<file path="src/rtl/bmult_share_arbiter.sv">
// Round-robin share of one pipelined multiplier among NUM_REQ requesters.
// Products return through an in-order response FIFO; issue is credit-limited so the FIFO never overflows.
module bmult_share_arbiter #(
  parameter int NUM_REQ    = 4,
  parameter int AW         = 22,
  parameter int BW         = 22,
  parameter int MULT_LAT   = 1,
  parameter int FIFO_DEPTH = 4
) (
  input  logic                       clk,
  input  logic                       rst_n,
  input  logic [NUM_REQ-1:0]         req_valid,
  output logic [NUM_REQ-1:0]         req_ready,
  input  logic [NUM_REQ*AW-1:0]      req_a,
  input  logic [NUM_REQ*BW-1:0]      req_b,
  output logic [AW-1:0]              mult_a,
  output logic [BW-1:0]              mult_b,
  input  logic [AW+BW-1:0]           mult_p,
  output logic                       rsp_valid,
  input  logic                       rsp_ready,
  output logic [$clog2(NUM_REQ)-1:0] rsp_id,
  output logic [AW+BW-1:0]           rsp_p,
  output logic                       busy
);

  localparam int IDW = $clog2(NUM_REQ);
  localparam int PW  = (FIFO_DEPTH > 1) ? $clog2(FIFO_DEPTH) : 1;
  localparam int CW  = $clog2(FIFO_DEPTH + MULT_LAT + 1) + 1;
  localparam int PRW = AW + BW;

  logic [IDW-1:0]      r_ptr;
  logic [AW-1:0]       r_a;
  logic [BW-1:0]       r_b;
  logic [MULT_LAT-1:0] r_tag_v;
  logic [IDW-1:0]      r_tag_id [MULT_LAT];
  logic [CW-1:0]       r_inflight;
  logic [CW-1:0]       r_occ;
  logic [PW-1:0]       r_wr;
  logic [PW-1:0]       r_rd;
  logic [IDW-1:0]      r_mem_id [FIFO_DEPTH];
  logic [PRW-1:0]      r_mem_p  [FIFO_DEPTH];

  logic           w_issue_ok;
  logic           w_found;
  logic           w_hit;
  logic [IDW-1:0] w_cand;
  logic [IDW-1:0] w_win;
  logic           w_issue;
  logic           w_push;
  logic           w_pop;

  function automatic logic [PW-1:0] f_inc(input logic [PW-1:0] p);
    f_inc = (p == PW'(FIFO_DEPTH - 1)) ? {PW{1'b0}} : p + PW'(1);
  endfunction

  // Credits count only registered state, so a pop frees its slot one cycle later.
  assign w_issue_ok = rst_n & ((r_inflight + r_occ) < CW'(FIFO_DEPTH));
  assign w_issue    = w_found & w_issue_ok;
  assign w_push     = r_tag_v[MULT_LAT-1];
  assign w_pop      = rsp_valid & rsp_ready;

  // Round-robin search starting one past the last winner.
  always_comb begin
    w_found = 1'b0;
    w_win   = {IDW{1'b0}};
    w_cand  = {IDW{1'b0}};
    w_hit   = 1'b0;
    for (int k = 1; k <= NUM_REQ; k++) begin
      w_cand  = IDW'((int'(r_ptr) + k) % NUM_REQ);
      w_hit   = req_valid[w_cand] & ~w_found;
      w_win   = w_hit ? w_cand : w_win;
      w_found = w_found | w_hit;
    end
  end

  assign req_ready = w_issue ? ({{(NUM_REQ-1){1'b0}}, 1'b1} << w_win) : {NUM_REQ{1'b0}};

  // Operand registers feeding the multiplier, plus the arbitration pointer.
  always_ff @(posedge clk or negedge rst_n) begin
    if (!rst_n) begin
      r_a   <= {AW{1'b0}};
      r_b   <= {BW{1'b0}};
      r_ptr <= {IDW{1'b0}};
    end else if (w_issue) begin
      r_a   <= req_a[w_win*AW +: AW];
      r_b   <= req_b[w_win*BW +: BW];
      r_ptr <= w_win;
    end
  end

  // Requester-id tags travel alongside the multiplier pipeline.
  always_ff @(posedge clk or negedge rst_n) begin
    if (!rst_n) begin
      r_tag_v    <= {MULT_LAT{1'b0}};
      r_inflight <= {CW{1'b0}};
      for (int i = 0; i < MULT_LAT; i++) r_tag_id[i] <= {IDW{1'b0}};
    end else begin
      r_tag_v[0]  <= w_issue;
      r_tag_id[0] <= w_win;
      for (int i = 1; i < MULT_LAT; i++) begin
        r_tag_v[i]  <= r_tag_v[i-1];
        r_tag_id[i] <= r_tag_id[i-1];
      end
      r_inflight <= r_inflight + CW'(w_issue) - CW'(w_push);
    end
  end

  // Response FIFO; simultaneous push and pop leave the occupancy unchanged.
  always_ff @(posedge clk or negedge rst_n) begin
    if (!rst_n) begin
      r_wr  <= {PW{1'b0}};
      r_rd  <= {PW{1'b0}};
      r_occ <= {CW{1'b0}};
      for (int i = 0; i < FIFO_DEPTH; i++) begin
        r_mem_id[i] <= {IDW{1'b0}};
        r_mem_p[i]  <= {PRW{1'b0}};
      end
    end else begin
      if (w_push) begin
        r_mem_id[r_wr] <= r_tag_id[MULT_LAT-1];
        r_mem_p[r_wr]  <= mult_p;
        r_wr           <= f_inc(r_wr);
      end
      if (w_pop) begin
        r_rd <= f_inc(r_rd);
      end
      r_occ <= r_occ + CW'(w_push) - CW'(w_pop);
    end
  end

  assign mult_a    = r_a;
  assign mult_b    = r_b;
  assign rsp_valid = (r_occ != {CW{1'b0}});
  assign rsp_id    = r_mem_id[r_rd];
  assign rsp_p     = r_mem_p[r_rd];
  assign busy      = (r_inflight != {CW{1'b0}}) | (r_occ != {CW{1'b0}});

endmodule

</file>
<file path="config.mk">
export PLATFORM = sky130hd
export DESIGN_NAME = bmult_share_arbiter
export DESIGN_NICKNAME = d
export VERILOG_FILES = /design/src/rtl/bmult_share_arbiter.sv
export SDC_FILE = /design/constraint.sdc
export NUM_CORES = 1
export LEC_CHECK = 0
export ABC_AREA = 1
export CORE_MARGIN = 1.5
export CORE_UTILIZATION = 45
export CTS_CLUSTER_DIAMETER = 80
export CTS_CLUSTER_SIZE = 16
export DETAILED_ROUTE_END_ITERATION = 8
export PLACE_DENSITY_LB_ADDON = 0.05
export REMOVE_ABC_BUFFERS = 1
export SLEW_MARGIN = 0
export SYNTH_ARGS = -nofsm -noshare
export SYNTH_HDL_FRONTEND = slang
export SYNTH_SLANG_ARGS = --single-unit
</file>
<file path="constraint.sdc">
create_clock -name clk -period 2.5 [get_ports clk]
set_input_delay 0.625 -clock clk [delete_from_list [all_inputs] [get_ports clk]]
set_output_delay 0.625 -clock clk [all_outputs]
set_load 0.005 [all_outputs]
</file>
* Word level (Yosys, flattened, before mapping)
Cells that the tools add are included.
W data, S select, Z words.
** Word-level totals
- Input bits :: 227
- Output and inout bits :: 96
- Register bits :: 245
** Cells by class
- Reduce and logical (&&, ||, !) cells :: 3
- Shift-type cells :: 3
- Muxes and demuxes :: 27
- Eq/ne operators :: 2
- Add/subtract/negate cells :: 11
- Bitwise operators :: 15
- $mul :: 1
- Magnitude comparators :: 8
** Operator list (count)
- $bwmux W176 :: 1
- $shiftx A88 B8 Y22 :: 2
- $mux W44 :: 3
- $bmux W44 S2 :: 1
- $demux W44 S2 :: 1
- $mux W2 :: 9
- $lt A2 B3 Y1 const B :: 4
- $add A2 B1 Y2 const B :: 4
- $add A4 B1 Y4 :: 2
- $bmux W1 S2 :: 4
- $bwmux W8 :: 1
- $reduce_bool A4 Y1 :: 2
- $sub A4 B1 Y4 :: 2
- $and A1 B1 Y1 :: 6
- $ge A3 B3 Y1 const B :: 2
- $mul A2 B4 Y6 const B :: 1
- $not A2 Y3 :: 2
- $add A2 B2 Y2 const B :: 2
- $add A4 B4 Y4 :: 1
- $bmux W2 S2 :: 1
- $demux W2 S2 :: 1
- $eq A2 B2 Y1 const B :: 2
- $lt A4 B3 Y1 const B :: 1
- $mux W1 :: 4
- 6 further kinds :: 11

* Longest topological paths before layout
Gate-level depths: netlist of the first run.
- Depth in word-level cells :: 15
- Gate-level depth with buffers :: 17

* Worst setup path before layout of the first run
No wires, ideal clock.
- Path kind :: register -> register
- From :: register r_occ[1]
- To :: register r_inflight[2]
- Path slack :: -0.272 ns
- Stages on the path, launching flop included :: 13
- Arrival time :: 2.648 ns
- Library setup time :: 0.124 ns
- Period minus slack after synthesis :: 2.772 ns
- Path through :: dfrtp_1 -> ha_1 -> a31o_2 -> xor2_1 -> nor2_1 -> nand2_2 -> buf_2 -> buf_2 -> ha_1 -> inv_1 -> ha_1 -> fa_1 -> xor2_1
** On the way
- Longest elaborated chain between the ends :: 6
** RTL lines
- start: declaration :: line 37 : logic [CW-1:0] r_occ;
- start signal: assignment :: line 113 : r_occ <= {CW{1'b0}};
- start signal: assignment :: line 127 : r_occ <= r_occ + CW'(w_push) - CW'(w_pop);
- $add A4 B4 Y4 :: line 57 : assign w_issue_ok = rst_n & ((r_inflight + r_occ) < CW'(FIFO_DEPTH));
- $lt A4 B3 Y1 :: line 57
- $and A1 B1 Y1 :: line 57
- $and A1 B1 Y1 :: line 58 : assign w_issue = w_found & w_issue_ok;
- $add A4 B1 Y4 :: line 104 : r_inflight <= r_inflight + CW'(w_issue) - CW'(w_push);
- $sub A4 B1 Y4 :: line 104
- end signal: assignment :: line 95 : r_inflight <= {CW{1'b0}};
- end signal: assignment :: line 104
- end: declaration :: line 36 : logic [CW-1:0] r_inflight;
Every way passes these cells.
A chain may end at the register's enable or synchronous reset.

* Worst setup path after layout of the first run
- From :: input req_valid[1]
- To :: output req_ready[0]
** On the way
- Longest elaborated chain between the ends :: 13
- Elaborated cells on any way between the ends :: 24
** RTL lines
- start: declaration :: line 12 : input logic [NUM_REQ-1:0] req_valid,
- $bmux W1 S2 :: line 70 : w_hit = req_valid[w_cand] & ~w_found;
- $mux W1 (implied by the code) :: line 70
- $not A1 Y1 :: line 70
- $and A1 B1 Y1 :: line 70
- $or A1 B1 Y1 :: line 72 : w_found = w_found | w_hit;
- $not A1 Y1 :: line 70
- $and A1 B1 Y1 :: line 70
- $or A1 B1 Y1 :: line 72
- $not A1 Y1 :: line 70
- $and A1 B1 Y1 :: line 70
- $mux W2 / $or A1 B1 Y1 (equally long branches) :: line 71, 72
- $shl A1 B2 Y4 / $and A1 B1 Y1 (equally long branches) :: line 76, 58
- $mux W4 * :: line 76 : assign req_ready = w_issue ? ({{(NUM_REQ-1){1'b0}}, 1'b1} << w_win) : {NUM_REQ{1'b0}};
- end: declaration :: line 13 : output logic [NUM_REQ-1:0] req_ready,
Mark *: on every way between the ends. The rest lies on a longest branch, timed or not. The select of a mux whose other input is x is not followed.

==> summary.txt, run 1 <==
Synth
  – Average instance area after synthesis: 7.607 µm²
  – Count of different cell masters after synthesis: 34
  – Cell count after synthesis: 1650
  – Warning count from the yosys run: 0
  – Sequential-to-total area share from yosys stat: 0.4884
  – Cell area after synthesis: 0.01255 mm²
  – Flip-flop and latch count after synthesis: 245

Drt
  – Routed wire length per instance: 16.87 µm
  – Via-to-Cell Ratio: 5.134
  – Iter 0 DRT Violations: 903
  – First-pass detailed-route iteration total: 7
  – Via count: 12040
  – DRC: 0
  – Residual antenna-violating net count after detailed routing: 0
  – Drt total wl: 39530 µm

Cells and area
  – End-of-flow core utilization: 0.6498
  – Most common cell after layout, fill and taps aside: sky130_fd_sc_hd__nand2_1
  – Post-route cell area: 0.01766 mm²
  – Fraction of final layout cells with drive strength greater than 1: 0.1265
  – Synthesis-to-layout area growth: 40.69%
  – Count of filler cells inserted in the layout: 2451
  – Net count, final: 2213
  – Total area of sequential cells: 0.006135 mm²
  – Multi-input gate area: 0.005583 mm²
  – Commonest non-fill, non-tap cells in the layout: 372 x sky130_fd_sc_hd__nand2_1, 267 x sky130_fd_sc_hd__clkdlybuf4s50_1, 254 x sky130_fd_sc_hd__o21ai_0, 242 x sky130_fd_sc_hd__dfrtp_1, 191 x sky130_fd_sc_hd__inv_1

Floorplan
  – Starting utilization of the core area: 0.4619
  – Num ports: 323
  – Floorplan die height: 170.0 µm
  – Placeable core region: 0.02718 mm²
  – DIE WIDTH: 170.0 µm
  – DIE AREA: 0.02891 mm²
  – Placement Rows: 60

Clocking
  – Bufs on Longest Clock Path: 3
  – Clock root buffer: sky130_fd_sc_hd__clkbuf_16
  – Total number of clock tree sinks: 245
  – Clk_lat worst skew: 0.50 ns
  – Clock slew at the register clock pins of the worst setup and hold paths: 0.07 ns
  – Total CTS buffers: 19
  – H-tree depth reported by CTS: 1
  – TritonCTS clock tree: built
  – Hold-fix buffers at CTS: 0

Worst setup path
  – WP data required: 1.88 ns
  – Startpoint-to-endpoint class of the critical path: in2out
  – Data arrival time at the worst-slack endpoint: 2.13 ns
  – CP Max Fanout: 3
  – Crit end category: output port
  – Kind of start point of the critical path: primary input

Place
  – Placement Cell Area: 0.01633 mm²
  – DPL Wire Length: 25350 µm
  – Place WS: -0.7455 ns
  – Total of buffers placed on input and output ports: 322
  – Routability congestion estimate: 0.9055

STA
  – Final Hold Viols: 0
  – Final worst clock skew: 0.01001 ns
  – Setup repair after global routing missed its margin: true
  – Worst relative slew slack: 0.4837
  – Fmax: 363.2 MHz
  – Sum of negative setup slack: -1.129 ns
  – Final worst path period share: 1.101
  – Final setup violating endpoints: 8
  – Fin crit period: 2.753 ns
  – Final setup margin: -0.2534 ns
  – Transition time at the pin with the least slew margin: 0.7745 ns
  – Pins Over Slew Limit: 0

Power
  – Worst IR drop on VDD: 1263 µV
  – Leakage: 8.714 nW
  – Power per cell area: 1431 mW/mm²
  – Power consumption: 25.28 mW

Run
  – Number of maximum-capacitance constraint violations: 0

Min path
  – Path category of the worst min-delay check: in2async

GRT
  – Global-route wire length before repair: 60110 µm
  – Via count of the first global-routing pass: 11400
  – Maximum number of pins on one net before global-route repair: 144
  – Grt total ovfl: 0
  – Total global-route track usage: 0.2632
  – Initial antenna violation count: 4

Run status
  – Failing checks: setup timing
  – Result of the run: finished, violations left
-- cell usage after synthesis, drive strengths merged --
master  number  area [µm²]
nand2      415        1575
o21ai      281        1406
dfrtp      245        6131
inv        198       745.7
nor2       131       506.7
nand3       98       520.5
clkbuf      79       296.5
o22ai       46       287.8
nand4       35       219.0
a21oi       31       158.9
buf         31       175.2
or2         27       168.9
ha          17       212.7
xnor2        5       43.79
nor3         3       15.01
fa           2       40.04
xor2         2       17.52
a21boi       1       7.510
a31o         1       8.760
nand3b       1       7.510
o21bai       1       7.510
-- critical path, cell delays in order --
cell and delay (ns):
sky130_fd_sc_hd__clkdlybuf4s50_1 0.50, sky130_fd_sc_hd__nand2_1 0.07, sky130_fd_sc_hd__nand2_2 0.10, sky130_fd_sc_hd__nand2_4 0.08, sky130_fd_sc_hd__nand2_4 0.09, sky130_fd_sc_hd__inv_2 0.07, sky130_fd_sc_hd__nand2_4 0.08, sky130_fd_sc_hd__nand2_4 0.06
sky130_fd_sc_hd__nand2_1 0.06, sky130_fd_sc_hd__inv_1 0.06, sky130_fd_sc_hd__nor3_2 0.18, sky130_fd_sc_hd__buf_2 0.15
-- logic make-up after synthesis --
group	share of synthesized area
AOI/OAI and AO/OA	0.1495
and+or+nand+nor	0.2400
xor gates and xnor gates	0.004884
DFF	0.4884
buffers and inverters	0.09699
adders and majority gates	0.02014
-- registers in the layout (all words and copies together), names as in the netlist --
signal,cells
r_rd,2
mult_a,22
r_inflight,4
r_occ,4
r_tag_v,1
r_ptr,2
r_mem_p,176
r_mem_id,8
mult_b,22
r_wr,2
r_tag_id,2
-- report_power, final --
part	leakage, nW	internal [mW]	switching, mW
registers	2.88	6.02	1.15
logic	5.59	6.91	8.46
clock network	0.243	1.37	1.38
total	8.71	14.3	11.0
-- through the flow --
stage,std cells,hold slack (ns)
2_1_floorplan,1540,0.3294
3_3_place_gp,2283,0.4606
3_5_place_dp,2283,0.4664
4_1_cts,2321,0.2701
5_1_grt,2344,0.2970
6_report,2344,0.2573
-- routing by layer --
layer,up-vias,track usage,share of wire
met5,-,0,0
met2,386,0.4522,0.50
li1,5912,-,-
met4,0,0.07195,0.025
met1,5679,0.3336,0.40
met3,58,0.05884,0.074
-- final timing paths --
| check | from | endpoint | slack, ns | depth (start not counted) |
|---|---|---|---|---|
| max | req_valid[1] | req_ready[0] | -0.25 | 12 |
| min | rst_n | r_mem_p[145]$_DFFE_PN0P_ | 0.26 | 2 |
| max reg2reg | r_occ[1]$_DFF_PN0_ | r_inflight[2]$_DFF_PN0_ | -0.15 | 13 |
| min reg2reg | r_mem_p[86]$_DFFE_PN0P_ | r_mem_p[86]$_DFFE_PN0P_ | 0.48 | 2 |
| max in group asynchronous | rst_n | r_mem_p[12]$_DFFE_PN0P_ | 1.02 | 3 |
| min in group clk | r_mem_p[86]$_DFFE_PN0P_ | r_mem_p[86]$_DFFE_PN0P_ | 0.48 | 2 |
-- layout make-up --
cell class,instances,share of cell area
antenna,3,0.0004251
multi-input combinational,1098,0.3161
inverter,198,0.04308
sequential,245,0.3474
clock buffer,20,0.02714
clock inverter,3,0.0009919
tap,372,0.02636
timing repair buffer,405,0.2385
-- timing repair --
| item | 4_1_cts | 5_1_grt |
|---|---|---|
| endpoints found under the hold margin | 0 | 0 |
| pin swaps | 17 | 31 |
| setup endpoints to repair | 99 | 93 |
| gates cloned | 7 | 8 |
| resized for setup | 175 | 137 |
| buffers inserted | 9 | 15 |
Power figures use the tool's default switching activity.
==> run 2: changes to the inputs <==
--- a/config.mk
+++ b/config.mk
@@ -8,6 +8,7 @@
 export ABC_AREA = 1
 export CORE_MARGIN = 1.5
 export CORE_UTILIZATION = 45
+export CTS_BUF_LIST = sky130_fd_sc_hd__clkbuf_16
 export CTS_CLUSTER_DIAMETER = 80
 export CTS_CLUSTER_SIZE = 16
 export DETAILED_ROUTE_END_ITERATION = 8
==> run 2 against run 1 <==
Effect of this change: count of clock-buffer cells in the layout fell by 1; largest cell class unchanged; wire length barely moved; the flow still finishes with violations (setup timing); sequential cell count did not move; sequential power barely moved; register-to-register slack barely moved.
==> summary.txt, run 2 (synthesis gave the netlist of run 1 again) <==
Power
  – Net switching power: 10.99 mW
  – Worst IR drop on VDD: 1263 µV
  – Relative contribution of the clock network to total power: 0.108
  – Power per cell area: 1431 mW/mm²
  – Leakage: 8.718 nW
  – Sequential cell fraction of total power: 0.284
  – Power consumption: 25.28 mW
  – Share of power burned in combinational logic: 0.608
  – Fraction of power spent switching nets: 0.4346
  – Internal Power: 14.29 mW

GRT
  – Grt total ovfl: 0
  – Most heavily used metal layer in global routing: met2
  – Maximum number of pins on one net before global-route repair: 144
  – Initial antenna violation count: 4
  – Routing usage on met2: 0.4522
  – Global-route wire length before repair: 60110 µm
  – M3 GR Usage: 0.05884
  – Total global-route track usage: 0.2632
  – Via count of the first global-routing pass: 11400
  – Global routing met1 resource utilization: 0.3336

Place
  – Total of buffers placed on input and output ports: 322
  – DPL Wire Length: 25350 µm
  – Placed Cells: 2283
  – Routability congestion estimate: 0.9055

Floorplan
  – Placeable core region: 0.02718 mm²
  – Starting utilization of the core area: 0.4619
  – DIE AREA: 0.02891 mm²
  – Placement Rows: 60
  – Num ports: 323
  – Floorplan die height: 170.0 µm
  – DIE WIDTH: 170.0 µm

STA
  – Transition time at the pin with the least slew margin: 0.7751 ns
  – Final Hold Viols: 0
  – Fin crit period: 2.753 ns
  – Final setup violating endpoints: 7
  – Worst relative slew slack: 0.4833
  – Pins Over Slew Limit: 0
  – Worst Hold Margin: 0.2582 ns
  – Setup repair after global routing missed its margin: true
  – Final worst path period share: 1.101
  – Final setup margin: -0.2534 ns
  – Fmax: 363.2 MHz
  – Final worst clock skew: 0.009059 ns

Worst setup path
  – Dominant cell type by count on the critical path: sky130_fd_sc_hd__nand2_4
  – CP Max Fanout: 3
  – Crit end category: output port
  – Startpoint-to-endpoint class of the critical path: in2out
  – Kind of start point of the critical path: primary input
  – WP data required: 1.88 ns
  – CP max stage delay: 0.50 ns
  – Critical-path cell with the highest stage delay: sky130_fd_sc_hd__clkdlybuf4s50_1
  – Ordered cell list for the critical path: clkdlybuf4s50_1 -> nand2_1 -> nand2_2 -> nand2_4 -> nand2_4 -> inv_2 -> nand2_4 -> nand2_4 -> nand2_1 -> inv_1 -> nor3_2 -> buf_2
  – Data arrival time at the worst-slack endpoint: 2.13 ns
  – Logic depth of the worst register-to-register path: 13

Drt
  – Via count: 12040
  – DRC: 0
  – Iter 0 DRT Violations: 903
  – Drt total wl: 39540 µm
  – First-pass detailed-route iteration total: 7
  – Residual antenna-violating net count after detailed routing: 0
  – Routed wire length per instance: 16.87 µm
  – Via-to-Cell Ratio: 5.134

Cells and area
  – End-of-flow core utilization: 0.6498
  – Commonest non-fill, non-tap cells in the layout: 372 x sky130_fd_sc_hd__nand2_1, 267 x sky130_fd_sc_hd__clkdlybuf4s50_1, 254 x sky130_fd_sc_hd__o21ai_0, 242 x sky130_fd_sc_hd__dfrtp_1, 192 x sky130_fd_sc_hd__inv_1
  – Net count, final: 2213
  – Max FFs per register: 176
  – Most common cell after layout, fill and taps aside: sky130_fd_sc_hd__nand2_1
  – Fraction of final layout cells with drive strength greater than 1: 0.1265
  – Synthesis-to-layout area growth: 40.69%
  – Register with the highest flop count: r_mem_p
  – Final cell count without fillers: 2344

Clocking
  – Hold-fix buffers at CTS: 0
  – Clk_lat worst skew: 0.49 ns
  – Clock slew at the register clock pins of the worst setup and hold paths: 0.07 ns
  – Total CTS buffers: 19
  – Bufs on Longest Clock Path: 3
  – H-tree depth reported by CTS: 1
  – TritonCTS clock tree: built
  – Clock root buffer: sky130_fd_sc_hd__clkbuf_16
  – Total number of clock tree sinks: 245

Min path
  – Path category of the worst min-delay check: in2async

Run status
  – Result of the run: finished, violations left
  – Failing checks: setup timing

Run
  – Number of maximum-capacitance constraint violations: 0
run 2: power groups by stage:
stage / logic, mW / registers (mW) / clock network [mW]
finish: 15.4 / 7.17 / 2.74
global route: 17.1 / 7.39 / 2.99
CTS: 14.0 / 7.13 / 2.83
detailed placement: 13.5 / 7.12 / 0
global placement: 13.3 / 7.08 / 0
floorplan: 7.40 / 7.09 / 0
run 2: worst max-delay path, delay by kind of cell:
kind	cells	cell delay (ns)
buffers and inverters	4	0.78
and+or+nand+nor	8	0.72
run 2: area by class of cell:
type | instances | area [µm²]
Antenna cell | 3 | 7.507
Clock buffer | 19 | 475.5
Clock inverter | 4 | 21.27
Fill cell | 2451 | 9517
Inverter | 198 | 760.7
Multi-Input combinational cell | 1098 | 5583
Sequential cell | 245 | 6135
Tap cell | 372 | 465.4
Timing Repair Buffer | 405 | 4212
run 2: final timing paths:
check	from	to	slack, ns
hold / removal	rst_n	r_mem_p[145]$_DFFE_PN0P_	0.26
setup / recovery	req_valid[1]	req_ready[0]	-0.25
max in group asynchronous	rst_n	r_mem_p[12]$_DFFE_PN0P_	1.02
hold reg to reg	r_mem_p[86]$_DFFE_PN0P_	r_mem_p[86]$_DFFE_PN0P_	0.48
min in group clk	r_mem_p[86]$_DFFE_PN0P_	r_mem_p[86]$_DFFE_PN0P_	0.48
setup reg to reg	r_occ[1]$_DFF_PN0_	r_inflight[2]$_DFF_PN0_	-0.15
run 2: timing repair:
item,4_1_cts,5_1_grt
endpoints found under the setup margin,99,93
buffers inserted,9,15
gates resized for setup,175,137
pin swaps,17,31
gates cloned,7,8
run 2: stage by stage:
stage	TNS, ns	setup WS (ns)	instance area, µm²
2_1_floorplan	-86.36	-1.454	12080
3_3_place_gp	-23.84	-0.6907	16330
3_5_place_dp	-28.07	-0.7455	16330
4_1_cts	-2.013	-0.3307	17170
5_1_grt	-2.156	-0.3268	17660
6_report	-1.129	-0.2534	17660
run 2: routing by layer:
metal | share of wire | routed length [µm]
met1 | 0.40 | 16000
met2 | 0.50 | 19670
met3 | 0.073 | 2875
met4 | 0.025 | 988
met5 | 0 | 0
